[config.mk]
export PLATFORM = sky130hd
export DESIGN_NAME = pc_sequencer
export DESIGN_NICKNAME = d
export VERILOG_FILES = /design/src/rtl/pc_sequencer.sv
export SDC_FILE = /design/constraint.sdc
export NUM_CORES = 1
export LEC_CHECK = 0
export BUFFER_PORTS_ARGS = -buffer_cell sky130_fd_sc_hd__buf_2
export CELL_PAD_IN_SITES_DETAIL_PLACEMENT = 0
export CELL_PAD_IN_SITES_GLOBAL_PLACEMENT = 1
export CORE_MARGIN = 4
export CORE_UTILIZATION = 35
export CTS_CLUSTER_SIZE = 24
export DETAILED_ROUTE_END_ITERATION = 8
export GPL_ROUTABILITY_DRIVEN = 1
export GPL_TIMING_DRIVEN = 0
export PLACE_DENSITY = 0.58
export SLEW_MARGIN = 20
export SYNTH_ARGS = -nofsm -noshare
export SYNTH_HDL_FRONTEND = slang
export SYNTH_SLANG_ARGS = --single-unit
[constraint.sdc]
create_clock -name clk -period 3.1 [get_ports clk]
set_input_delay 0.155 -clock clk [delete_from_list [all_inputs] [get_ports clk]]
set_output_delay 0.155 -clock clk [all_outputs]
set_load 0.02 [all_outputs]
[src/rtl/pc_sequencer.sv]
// Fetch sequencer: owns the program counter, a writable branch-target LUT and a
// call/return stack, with a start/done run handshake around the RUN state.
module pc_sequencer #(
    parameter int unsigned D          = 10,
    parameter int unsigned LW         = 5,
    parameter int unsigned SD         = 4,
    parameter int unsigned START_ADDR = 0,
    parameter int unsigned HALT_ADDR  = 381
) (
    input  logic          clk,
    input  logic          reset,
    input  logic          start,
    input  logic          stall,
    input  logic          branch_en,
    input  logic          rel_en,
    input  logic [7:0]    rel_off,
    input  logic          call_en,
    input  logic          ret_en,
    input  logic          halt,
    input  logic [LW-1:0] lut_idx,
    input  logic          lut_we,
    input  logic [LW-1:0] lut_waddr,
    input  logic [D-1:0]  lut_wdata,
    output logic [D-1:0]  prog_ctr,
    output logic          fetch_valid,
    output logic          busy,
    output logic          done,
    output logic          stack_err
);

    localparam int unsigned SPW = $clog2(SD + 1);
    localparam int unsigned SIW = (SD > 1) ? $clog2(SD) : 1;

    typedef enum logic [1:0] {
        IDLE,
        RUN,
        DONE
    } state_t;

    state_t           state, state_n;
    logic [D-1:0]     pc_n;
    logic [SPW-1:0]   sp, sp_n;
    logic             err_n;
    logic             push;
    logic [D-1:0]     lut [2**LW];
    logic [D-1:0]     stack_mem [SD];
    logic [D-1:0]     pc_inc;
    logic [D-1:0]     rel_ext;
    logic [D-1:0]     lut_rd;
    logic [SIW-1:0]   push_idx;
    logic [SIW-1:0]   top_idx;

    assign pc_inc   = prog_ctr + D'(1);
    // Size cast of a signed operand sign-extends, so the add wraps both ways.
    assign rel_ext  = D'($signed(rel_off));
    assign lut_rd   = lut[lut_idx];
    assign push_idx = SIW'(sp);
    assign top_idx  = SIW'(sp - SPW'(1));

    assign busy        = (state == RUN);
    assign fetch_valid = (state == RUN);
    assign done        = (state == DONE);

    always_comb begin
        state_n = state;
        pc_n    = prog_ctr;
        sp_n    = sp;
        err_n   = stack_err;
        push    = 1'b0;
        unique case (state)
            IDLE, DONE: begin
                if (start) begin
                    state_n = RUN;
                    pc_n    = D'(START_ADDR);
                    sp_n    = '0;
                    err_n   = 1'b0;
                end
            end
            RUN: begin
                if (!stall) begin
                    if (halt || prog_ctr == D'(HALT_ADDR)) begin
                        state_n = DONE;
                    end else if (ret_en) begin
                        if (sp == '0) begin
                            err_n   = 1'b1;
                            state_n = DONE;
                        end else begin
                            pc_n = stack_mem[top_idx];
                            sp_n = sp - SPW'(1);
                        end
                    end else if (call_en) begin
                        if (sp == SPW'(SD)) begin
                            err_n   = 1'b1;
                            state_n = DONE;
                        end else begin
                            push = 1'b1;
                            sp_n = sp + SPW'(1);
                            pc_n = lut_rd;
                        end
                    end else if (branch_en) begin
                        pc_n = lut_rd;
                    end else if (rel_en) begin
                        pc_n = prog_ctr + rel_ext;
                    end else begin
                        pc_n = pc_inc;
                    end
                end
            end
            default: state_n = IDLE;
        endcase
    end

    always_ff @(posedge clk) begin
        if (reset) begin
            state     <= IDLE;
            prog_ctr  <= '0;
            sp        <= '0;
            stack_err <= 1'b0;
        end else begin
            state     <= state_n;
            prog_ctr  <= pc_n;
            sp        <= sp_n;
            stack_err <= err_n;
        end
    end

    // Stack contents need no reset: the pointer alone defines what is live.
    always_ff @(posedge clk) begin
        if (!reset && push) begin
            stack_mem[push_idx] <= pc_inc;
        end
    end

    always_ff @(posedge clk) begin
        if (reset) begin
            for (int unsigned i = 0; i < 2**LW; i++) begin
                lut[i] <= '0;
            end
        end else if (lut_we) begin
            lut[lut_waddr] <= lut_wdata;
        end
    end

endmodule

# [After elaboration in Yosys (flattened, before gate mapping)]
# Memories as Yosys holds them, arrays and structs flattened.
# Index checks and enable logic that the tools add are counted.
[word_totals] ff_bits=16 mem_bits_rw=360 input_bits=38 out_inout_bits=14 word_cells=88 mem_count=2
[memory_table] name="lut" depth=32 word_bits=10 rd=1 rd_clocked_by_memory_dff=0 wr=32 line_no="45" text="logic [D-1:0] lut [2**LW];"
[memory_table] name="stack_mem" depth=4 word_bits=10 rd=1 rd_clocked_by_memory_dff=0 wr=1 line_no="46" text="logic [D-1:0] stack_mem [SD];"
[classes] add_sub_neg=4 n_eq_ne=16 muxes=50 n_reduce_logical=12
[op_table] operator="10-bit 2-to-1 mux" count=10
[op_table] operator="1-bit 2-to-1 mux" count=21
[op_table] operator="3-bit 2-to-1 mux" count=7
[op_table] operator="10-bit case mux with 2 select lines" count=1
[op_table] operator="2-bit 2-to-1 mux" count=7
[op_table] operator="7-bit AND reduction" count=2
[op_table] operator="10-bit by 1-bit adder with 10-bit output (second input constant)" count=1
[op_table] operator="10-bit adder" count=1
[op_table] operator="10-bit by 9-bit equality test with 1-bit output (second input constant)" count=1
[op_table] operator="10-bit OR reduction" count=1
[op_table] operator="3-bit inequality test (second input constant)" count=3
[op_table] operator="4-bit by 2-bit inequality test with 1-bit output (second input constant)" count=2
[op_table] operator="2-bit inequality test (second input constant)" count=3
[op_table] operator="3-bit by 2-bit inequality test with 1-bit output (second input constant)" count=2
[op_table] operator="3-bit case mux with 2 select lines" count=1
[op_table] operator="6-bit AND reduction" count=1
[op_table] operator="5-bit 2-to-1 mux" count=1
[op_table] operator="5-bit AND reduction" count=1
[op_table] operator="4-bit by 3-bit inequality test with 1-bit output (second input constant)" count=1
[op_table] operator="4-bit inequality test (second input constant)" count=1
[op_table] operator="2-bit case mux with 2 select lines" count=1
[op_table] operator="3-bit by 1-bit adder with 3-bit output (second input constant)" count=1
[op_table] operator="3-bit equality test (second input constant)" count=1
[op_table] operator="3-bit logical NOT" count=1
[op_table] operator="10 further kinds" count=10

# [Depth between registers and ports, before layout]
# Gate-level depths: netlist (run 1).
[logic_depth] depth_word=10 mapped_depth=10

# [Worst setup path before layout (run 1)]
# OpenSTA, ideal clock, no wires.
[synth_timing] path_kind="register to register" from="reg prog_ctr[0]" to="reg prog_ctr[8]" setup_ps=92 arrival_time_ps=2337 required_time_ps=3008 setup_slack_ps=671 stages_incl_launch_ff=9 path_buffers=0 period_less_slack_ps=2429 cell_sequence="dfxtp_1 -> ha_1 -> fa_1 -> a211oi_1 -> nor2_1 -> o41ai_1 -> xnor2_1 -> nor2_1 -> o32ai_1"
[synth_via] elab_chain_cells=8 elab_cells_between_ends=13
[synth_rtl] element="from (decl)" line_no="24" text="output logic [D-1:0] prog_ctr,"
[synth_rtl] element="from (signal assigned)" line_no="121" text="prog_ctr <= pc_n;"
[synth_rtl] element="10-bit by 1-bit adder with 10-bit output or 10-bit adder (tied branches)" line_no="53, 103"
[synth_rtl] element="10-bit 2-to-1 mux" line_no="102" text="end else if (rel_en) begin"
[synth_rtl] element="10-bit 2-to-1 mux" line_no="100" text="end else if (branch_en) begin"
[synth_rtl] element="10-bit 2-to-1 mux" line_no="91" text="end else if (call_en) begin"
[synth_rtl] element="10-bit 2-to-1 mux" line_no="83" text="end else if (ret_en) begin"
[synth_rtl] element="10-bit 2-to-1 mux" line_no="81" text="if (halt || prog_ctr == D'(HALT_ADDR)) begin"
[synth_rtl] element="10-bit 2-to-1 mux" line_no="80" text="if (!stall) begin"
[synth_rtl] element="10-bit case mux with 2 select lines" line_no="70" text="unique case (state)"
# Parallel ways exist; a longest one is shown, timed or not. The select of a mux whose other input is x is not followed.
# A chain may end at the register's enable or synchronous reset.

# [Worst setup path in the final report (run 1)]
[layout_timing] from="reg state[0]" to="mem stack_mem[1][4], enable pin"
[layout_via] elab_chain_cells=5
[layout_rtl] element="from (decl)" line_no="40" text="state_t state, state_n;"
[layout_rtl] element="from (signal assigned)" line_no="120" text="state <= state_n;"
[layout_rtl] element="2-bit by 1-bit equality test with 1-bit output" line_no="70"
[layout_rtl] element="1-bit 2-to-1 mux" line_no="70"
[layout_rtl] element="1-bit logical AND" line_no="129" text="if (!reset && push) begin"
[layout_rtl] element="1-bit 2-to-1 mux" line_no="129"
[layout_rtl] element="1-bit 2-to-1 mux (implied by the code)" line_no="130" text="stack_mem[push_idx] <= pc_inc;"
[layout_rtl] element="to (decl)" line_no="46"
# No other way between the ends.

==> metrics.txt, run 1 <==
outcome=finished clean; TritonCTS clock tree=done; Synth top cells by count=edfxtp_1, and2_1, clkbuf_1; clk_skew=0.0135 ns; PnR worst setup slack=0.262 ns; post-layout util=0.403; worst hold path class=input port to register; critical path class=register to register; # rows=83; simple-gate share of the synthesized area=0.171; Tcrit/Tclk final=0.916; GRT Util Overall=0.208; top cell type's share of synthesized area=0.591; max_cap viols=0; XOR/XNOR Fraction of Synth Area=0.00671; Initial Util=0.355; antenna-violating nets left=0; Synth Register Bits=376; critical path arrival=3.08 ns; Port Buffers=47; antenna violations before repair=2; Post-synth EDFFs=360; vias per cell=5.35; Main synth FF type=edfxtp_1; clk sinks=376; Synthesized Nets=1369; # IOs=52; area leader, netlist=edfxtp_1; Wirelength per Cell=27.9 um; core area=51500 um2; setup violators final=0; clk_lat worst skew=0.58 ns; fin crit period=2.84 ns; Max IR drop VDD=0.364 mV; DP HPWL=40.9 mm; drt total wl=59.1 mm; Power per Cell Area=585 nW/um2; final hold violations=0; WHS=0.0501 ns; number of global-route vias before repair=11.3k; largest cells by area after synthesis=edfxtp_1, and2_1, mux4_2; Leakage=7.31 nW; fmax=352 MHz; cells after synthesis=1314; Die Y=237 um; Crit. End Element=register; layout cells sized above 1=0.176; largest net degree at the start of global routing=14; worst-path fanout max=10; Initial DRC Count=1071; Async SR Flop Fraction=0; DR pass1 iterations=7; largest family of logic cells by synthesized area=simple AND/OR/NAND/NOR gates; Slew Viols, Final=0; Top Layer Used=met4; compound-cell area share of the yosys netlist=0.0447; Via Count=11.4k; Avg Cell Area, Syn=13.9 um2; wire length on met3=3.40 mm; die extent in x=237 um; root buffer cell=clkbuf_16; Synth Warn #=0; clk buf depth=3; sequential-to-total area share from yosys stat=0.609; clk slew on worst S/H paths=0.06 ns; most frequent cell after synthesis=edfxtp_1; r2r setup slk=0.26 ns; RSZ-0062 raised after global routing=no; total CTS buffers=43; # nets final=1465; dpl ws=-0.133 ns; metal1 wirelength=26.5 mm; total gr overflow=0; H-tree levels=2; CP required=3.34 ns; Yosys cell types=71; Synth Cell Area=18300 um2; Rel. slew slack=0.250; multiplexer area fraction after synthesis=0.125; GPL Wtd Cong=0.803; WL met2=27.7 mm; area of the die=55900 um2; DRC=0; post-synthesis adder-cell area fraction=0.0120; Worst-Margin Slew=1.12 ns; Syn-to-layout area delta=13.6%; wire length of the first global-routing pass=84.2 mm; CP Launch Type=register
-- final timing paths --
check,start,endpoint,depth (start not counted)
worst max-delay path,state[0]$_SDFFE_PP0P_,stack_mem[1][4]$_DFFE_PP_,8
worst min-delay path,lut_wdata[6],lut[16][6]$_SDFFCE_PN0P_,2
worst max register to register,state[0]$_SDFFE_PP0P_,stack_mem[1][4]$_DFFE_PP_,8
worst min register to register,stack_err$_SDFFE_PP0P_,stack_err$_SDFFE_PP0P_,2
-- sequential cells by signal (all words and copies together), names as in the netlist --
signal / flops
lut: 320
stack_mem: 40
prog_ctr: 10
sp: 3
state: 2
stack_err: 1
-- kinds of logic after synthesis --
logic type / Yosys count
DFF: 376
adders and majority gates: 17
and+or+nand+nor: 540
muxes: 130
AOI/OAI and AO/OA: 121
buffers and inverters: 116
xor gates and xnor gates: 14
-- metrics by stage --
stage               cell area, um2  setup TNS, ns  power, mW  std cells
finish                       20800              0       12.1       2122
global route                 20800              0       12.5       2120
CTS                          20700              0       12.2       2119
detailed placement           19400          -4.44       7.32       2041
global placement             19400          -4.35       7.31       2041
floorplan                    18300              0       6.75       1314
-- placed cells by master, fill, tap and decap left out, types with 7 or more instances in the layout --
master     count
nor2_1        68
mux2i_1       47
clkbuf_1      87
a21o_1         7
nand3b_1       7
or2_2         33
nand2_1       32
nor2b_1        7
a21oi_1       31
edfxtp_1     360
buf_2         58
buf_6          7
mux4_2        72
and2_1       323
dfxtp_1       16
buf_4          7
o21ai_0       12
clkbuf_16     45
ha_1          15
nand3_1       17
clkinv_1       7
o211ai_1       8
a22oi_1       11
xnor2_1       11
nand4_1       11
inv_1         10
-- area by class of cell --
type	count	area, um2
fill	4959	30800
sequential	376	11100
multi-input combinational	822	6590
clock buffer	57	1180
tap	680	851
buffer	104	519
timing repair buffer	52	285
clock inverter	17	146
inverter	11	41.3
antenna	3	7.51
-- where the power goes --
| part | switching [mW] | internal [mW] | total, mW |
|---|---|---|---|
| Combinational | 0.828 | 0.453 | 1.28 |
| Sequential | 0.108 | 5.82 | 5.93 |
| Clock | 2.10 | 2.84 | 4.94 |
| Total | 3.04 | 9.11 | 12.1 |
-- critical path: stages, from the launching register on --
cell	delay, ns
dfxtp_1	0.30
buf_2	0.18
nand2b_1	0.19
inv_1	0.31
nand2b_1	0.33
nor2_2	0.43
nand3_1	0.15
nor2_1	0.21
and2_2	0.39
-- timing repair --
action                                 4_1_cts  5_1_grt
buffers inserted                             0        0
resized for setup                            1        5
setup endpoints to repair                   41       41
endpoints found under the hold margin        8        0
hold buffers                                 5        0
-- per-layer routing --
layer | track usage | up-vias
met1 | 0.301 | 5869
met2 | 0.330 | 369
met5 | 0 | -
met4 | 0.0616 | 0
met3 | 0.0284 | 69
li1 | - | 5043
(Power assumes the default switching activity.)
==> run 2, diff against run 1 <==
CORE_UTILIZATION = 40   (was 35)
PLACE_DENSITY = 0.64   (was 0.58)
==> run 2 against run 1 <==
Sequential cell count did not move; non-clock buffer count did not move; die area fell by 12%; hold slack got worse by 0.021 ns; critical path depth did not move; via count fell by 0.58%; setup slack got worse by 0.015 ns; first-iteration DRC count rose by 9.7%; total power fell by 0.31%; final cell count fell by 3.7%; maximum frequency fell by 0.54%; wire length fell by 4.6%; largest power group unchanged.
==> metrics.txt, run 2 (synthesized netlist as in run 1, its figures left out) <==
outcome=finished clean; Crit. End Element=register; Tcrit/Tclk final=0.921 (+0.00497); GRT Util Overall=0.228 (+0.0201); clk buf depth=3 (unchanged); Sw Ratio=0.248 (-0.00168); layout cells sized above 1=0.177 (+0.00159); Clk network pwr share=0.406 (about the same); register bank with the most flops=lut; Wirelength per Cell=27.6 um (-0.91%); Final Non-Filler Cells=2044 (-3.7%); die extent in x=222 um (-6.2%); Comb pwr share=0.105 (about the same); GPL Wtd Cong=0.842 (+4.8%); dpl cell area=19300 um2 (-0.52%); Slew Viols, Final=0 (unchanged); top flop regs=lut: 320 flops, stack_mem: 40 flops, prog_ctr: 10 flops; max_cap viols=0 (unchanged); clk sinks=376 (unchanged); TritonCTS clock tree=done; clk_lat worst skew=0.57 ns (about the same); Initial Util=0.404 (+0.0488); root buffer cell=clkbuf_16; antenna violations before repair=1 (-1); largest net degree at the start of global routing=13 (-1); Max IR drop VDD=0.373 mV (+2.3%); RSZ-0062 raised after global routing=no; # nets final=1466 (+0.068%); Internal Pwr Total=9.10 mW (about the same); H-tree levels=2 (unchanged); Initial DRC Count=1175 (+9.7%); Worst-Margin Slew=1.13 ns (+0.00652 ns); worst-path fanout max=10 (unchanged); Die Y=222 um (-6.2%); design area=20700 um2 (-0.48%); worst hold path class=input port to register; # Post-CTS Setup Buffers=0 (unchanged); max FFs per register=320 (unchanged); Port Buffers=47 (unchanged); fmax=350 MHz (-0.54%); area of the die=49200 um2 (-12%); Leakage=7.32 nW (+0.18%); most frequent cells in the layout=edfxtp_1, and2_1, clkbuf_1, mux4_2, nor2_1; # rows=78 (-6.0%); FILL cells=4099 (-17%); wire length of the first global-routing pass=81.7 mm (-2.9%); DRC=0 (unchanged); # IOs=52 (unchanged); critical path arrival=3.09 ns (about the same); Via Count=11.3k (-0.58%); NetSw=3.01 mW (-0.98%); DP HPWL=39.5 mm (-3.5%); clk_skew=0.0134 ns (-0.0000249 ns); Syn-to-layout area delta=13.0%; Reg power frac=0.489 (about the same); placed cell count=1961 (-3.9%); fin crit period=2.85 ns (+0.0154 ns); setup violators final=0 (unchanged); vias per cell=5.52 (+3.2%); core area=45300 um2 (-12%); CP Launch Type=register; drt total wl=56.4 mm (-4.6%); Power per Cell Area=586 nW/um2 (+0.17%); number of global-route vias before repair=11.4k (+0.66%); CP required=3.33 ns (about the same); Rel. slew slack=0.246 (-0.00435); total CTS buffers=44 (+2.3%); antenna-violating nets left=0 (unchanged); commonest non-fill, non-tap cell in the layout=edfxtp_1; critical path class=register to register; clk slew on worst S/H paths=0.05 ns (about the same); final hold violations=0 (unchanged); total gr overflow=0 (unchanged); DR pass1 iterations=5 (-2)
-- run 2: cell count changes in the layout (fill, tap and decap cells not counted), sizes merged --
cell      before  now
diode          3    1
inv           12   14
clkinvlp       2    1
clkinv        12   15
-- run 2: critical path: stages, from the launching register on --
cell and delay [ns]:
dfxtp_1 0.30, buf_2 0.18, nand2b_1 0.23, inv_1 0.32, nand2b_1 0.34, nor2_2 0.47
nand3_1 0.12, nor2_1 0.18, and2_2 0.37
-- run 2: worst paths after layout --
check	from	to	slack (ns)	cells after the start
setup / recovery	state[0]$_SDFFE_PP0P_	stack_mem[3][9]$_DFFE_PP_	0.25	8
hold / removal	stall	state[0]$_SDFFE_PP0P_	0.03	3
setup reg to reg	state[0]$_SDFFE_PP0P_	stack_mem[3][9]$_DFFE_PP_	0.25	8
hold reg to reg	stack_err$_SDFFE_PP0P_	stack_err$_SDFFE_PP0P_	0.47	2
-- run 2: what timing repair did --
| item | CTS | global route |
|---|---|---|
| gates resized for setup | 1 | 4 |
| hold endpoints to repair | 6 | 0 |
| hold buffers | 5 | 0 |
| setup endpoints to repair | 40 | 41 |
-- run 2: metrics by stage --
stage          power [mW]  worst slack, ns  TNS, ns  utilization  hold WS, ns
2_1_floorplan        6.75            0.671        0            -        0.335
4_1_cts              12.2            0.110        0        0.456      0.00770
3_3_place_gp         7.28           -0.104    -3.47        0.425        0.452
3_5_place_dp         7.29          -0.0743    -2.40        0.425        0.458
5_1_grt              12.5            0.126        0        0.456       0.0387
6_report             12.1            0.246        0        0.456       0.0287
-- run 2: power groups by stage --
stage / combinational [mW] / clock [mW] / sequential [mW]
finish: 1.27 / 4.92 / 5.92
global placement: 1.26 / 0 / 6.02
detailed placement: 1.26 / 0 / 6.03
CTS: 1.27 / 4.97 / 5.93
global route: 1.35 / 5.20 / 5.94
floorplan: 0.751 / 0 / 6.00
-- run 2: area by class of cell --
class | count | area, um2 | area share
clock inverters | 21 | 165 | 0.00800
inverters | 11 | 41.3 | 0.00200
plain buffers | 104 | 519 | 0.0251
well taps | 600 | 751 | 0.0363
flip-flops and latches | 376 | 11100 | 0.539
multi-input cells | 822 | 6590 | 0.319
diodes | 1 | 2.50 | 0.000121
repair buffers | 52 | 285 | 0.0138
clock buffers | 57 | 1170 | 0.0567
-- run 2: per-layer routing --
metal  global-route usage  vias to the layer above  part of all wire
li1                     -                     5046                 -
met1                0.325                     5763              0.44
met2                0.372                      403              0.48
met3               0.0380                       72             0.062
met4               0.0536                        0             0.023
met5                    0                        -                 0
==> run 3, diff against run 2 <==
CORE_UTILIZATION = 53   (was 40)
PLACE_DENSITY = 0.81   (was 0.64)
==> run 3 against run 2 <==
Die area fell by 24%; clock skew fell by 0.0013 ns; critical path depth did not move; global-route usage rose by 4.8 points; maximum frequency fell by 1.7%; non-clock buffer count fell by 4; combinational power barely moved; total power fell by 4.8%; clock-buffer cell count fell by 12; cell area fell by 2.0%; sequential power barely moved.
==> metrics.txt, run 3 (synthesized netlist as in run 1, its figures left out) <==
critical path arrival=3.33 ns (+0.24 ns); fin crit period=2.90 ns (+0.0482 ns); fmax=345 MHz (-1.7%); largest net degree at the start of global routing=15 (+2); Leakage=7.21 nW (-1.4%); worst path cell trace=ha_1, fa_1, a211oi_1, nor2_1, o41ai_1, xnor2_1, nor2_1, o32ai_1; total gr overflow=0 (unchanged); DRC=0 (unchanged); Max IR drop VDD=0.464 mV (+25%); register area=11100 um2 (unchanged); vias per cell=6.08 (+10%); Crit. End Element=register; # IOs=52 (unchanged); antenna-violating nets left=0 (unchanged); Via Count=11.4k (+1.0%); DP HPWL=36.3 mm (-7.9%); most used cell, CP=nor2_1; drt total wl=52.4 mm (-7.2%); Internal Pwr Total=8.74 mW (-4.1%); Final Power=11.5 mW (-4.8%); die extent in x=194 um (-13%); DR pass1 iterations=6 (+1); clk_lat worst skew=0.54 ns (-0.03 ns); Top delay family on crit path=compound AO/OA/AOI/OAI gates; Rel. slew slack=0.276 (+0.0306); register bank with the most flops=lut; max_cap viols=0 (unchanged); core area=33800 um2 (-25%); FILL cells=2641 (-36%); Wirelength per Cell=27.9 um (+1.2%); RSZ-0062 raised after global routing=no; H-tree levels=2 (unchanged); # nets final=1457 (-0.61%); worst-path fanout max=10 (unchanged); Die Y=194 um (-13%); outcome=finished clean; # rows=67 (-14%); TritonCTS clock tree=done; antenna violations before repair=1 (unchanged); ANT cells=0 (-1); GPL Wtd Cong=0.934 (+11%); critical path class=register to register; clk_skew=0.0121 ns (-0.00134 ns); total CTS buffers=39 (-11%); root buffer cell=clkbuf_16; Power per Cell Area=570 nW/um2 (-2.8%); layout cells sized above 1=0.171 (-0.00642); top flop regs=lut: 320 flops, stack_mem: 40 flops, prog_ctr: 10 flops; Slew Viols, Final=0 (unchanged); Initial DRC Count=1152 (-2.0%); commonest non-fill, non-tap cell in the layout=edfxtp_1; CP Launch Type=register; Clk network pwr share=0.378 (-0.028); clk sinks=376 (unchanged); worst hold path class=input port to register; clk buf depth=3 (unchanged); Initial Util=0.541 (+0.137); Comb pwr share=0.107 (+0.002); most frequent cells in the layout=edfxtp_1, and2_1, clkbuf_1, mux4_2, nor2_1; Syn-to-layout area delta=10.7%; Port Buffers=47 (unchanged); area of the die=37500 um2 (-24%); NetSw=2.79 mW (-7.1%); setup violators final=0 (unchanged); Tcrit/Tclk final=0.936 (+0.0155); CP required=3.53 ns (+0.20 ns); Sw Ratio=0.242 (-0.00601); wire length of the first global-routing pass=76.3 mm (-6.6%); number of global-route vias before repair=11.1k (-2.3%); setup_tns=0 ns (unchanged); largest stage delay on the critical path=0.61 ns (+0.14 ns); area of the multi-input gates=6590 um2 (about the same); Reg power frac=0.514 (+0.025); Buf/Inv on CP=0 (-2); clk slew on worst S/H paths=0.06 ns (about the same); max FFs per register=320 (unchanged); GRT Util Overall=0.277 (+0.0485); CP max-delay cell=a211oi_1; Worst-Margin Slew=1.09 ns (-0.0460 ns); final hold violations=0 (unchanged)
## run 3: routing by layer
layer | vias up | global-route usage | share of wire
li1 | 5021 | - | -
met1 | 5660 | 0.390 | 0.40
met2 | 616 | 0.446 | 0.47
met3 | 100 | 0.0535 | 0.093
met4 | 0 | 0.0803 | 0.031
met5 | - | 0 | 0
## run 3: final cells by class
class / count / share of cell area
buffer: 104 / 0.0257
clock buffer: 45 / 0.0493
clock inverter: 21 / 0.00773
inverter: 11 / 0.00204
multi-input combinational: 822 / 0.325
sequential: 376 / 0.550
tap: 448 / 0.0277
timing repair buffer: 48 / 0.0121
## run 3: path summary, 6_finish.rpt
check,from,endpoint,slack [ns],cells past startpoint
min,stall,state[1]$_SDFFE_PP0P_,0.04,4
max reg2reg,prog_ctr[0]$_SDFFE_PP0P_,prog_ctr[8]$_SDFFE_PP0P_,0.20,8
min reg2reg,stack_err$_SDFFE_PP0P_,stack_err$_SDFFE_PP0P_,0.48,2
max,prog_ctr[0]$_SDFFE_PP0P_,prog_ctr[8]$_SDFFE_PP0P_,0.20,8
## run 3: what timing repair did
action,CTS,global route
setup buffers,0,0
endpoints found under the hold margin,2,0
setup endpoints to repair,0,41
gates resized for setup,0,1
hold buffers,1,0
## run 3: stage by stage
| stage | setup WS [ns] | util | cell area [um2] | instances | hold WS, ns |
|---|---|---|---|---|---|
| after CTS | 0.0175 | 0.599 | 20200 | 1876 | 0.0148 |
| after detailed placement | 0.0465 | 0.565 | 19100 | 1809 | 0.461 |
| after floorplan | 0.671 | - | 18300 | 1314 | 0.335 |
| after global routing | 0.0618 | 0.599 | 20200 | 1875 | 0.0407 |
| final | 0.198 | 0.599 | 20200 | 1875 | 0.0366 |
| after global placement | 0.0760 | 0.565 | 19100 | 1809 | 0.453 |
## run 3: power groups by stage
stage | registers [mW] | clock network [mW] | logic [mW]
after global routing | 5.95 | 4.61 | 1.31
final | 5.93 | 4.36 | 1.24
after CTS | 5.93 | 4.38 | 1.23
after floorplan | 6.00 | 0 | 0.751
after detailed placement | 6.03 | 0 | 1.22
after global placement | 6.02 | 0 | 1.22
## run 3: worst min-delay path, delay by kind of cell
kind | cells | cell delay, ns
buf+inv | 1 | 0.10
compound gates | 2 | 0.15
simple gates | 1 | 0.10
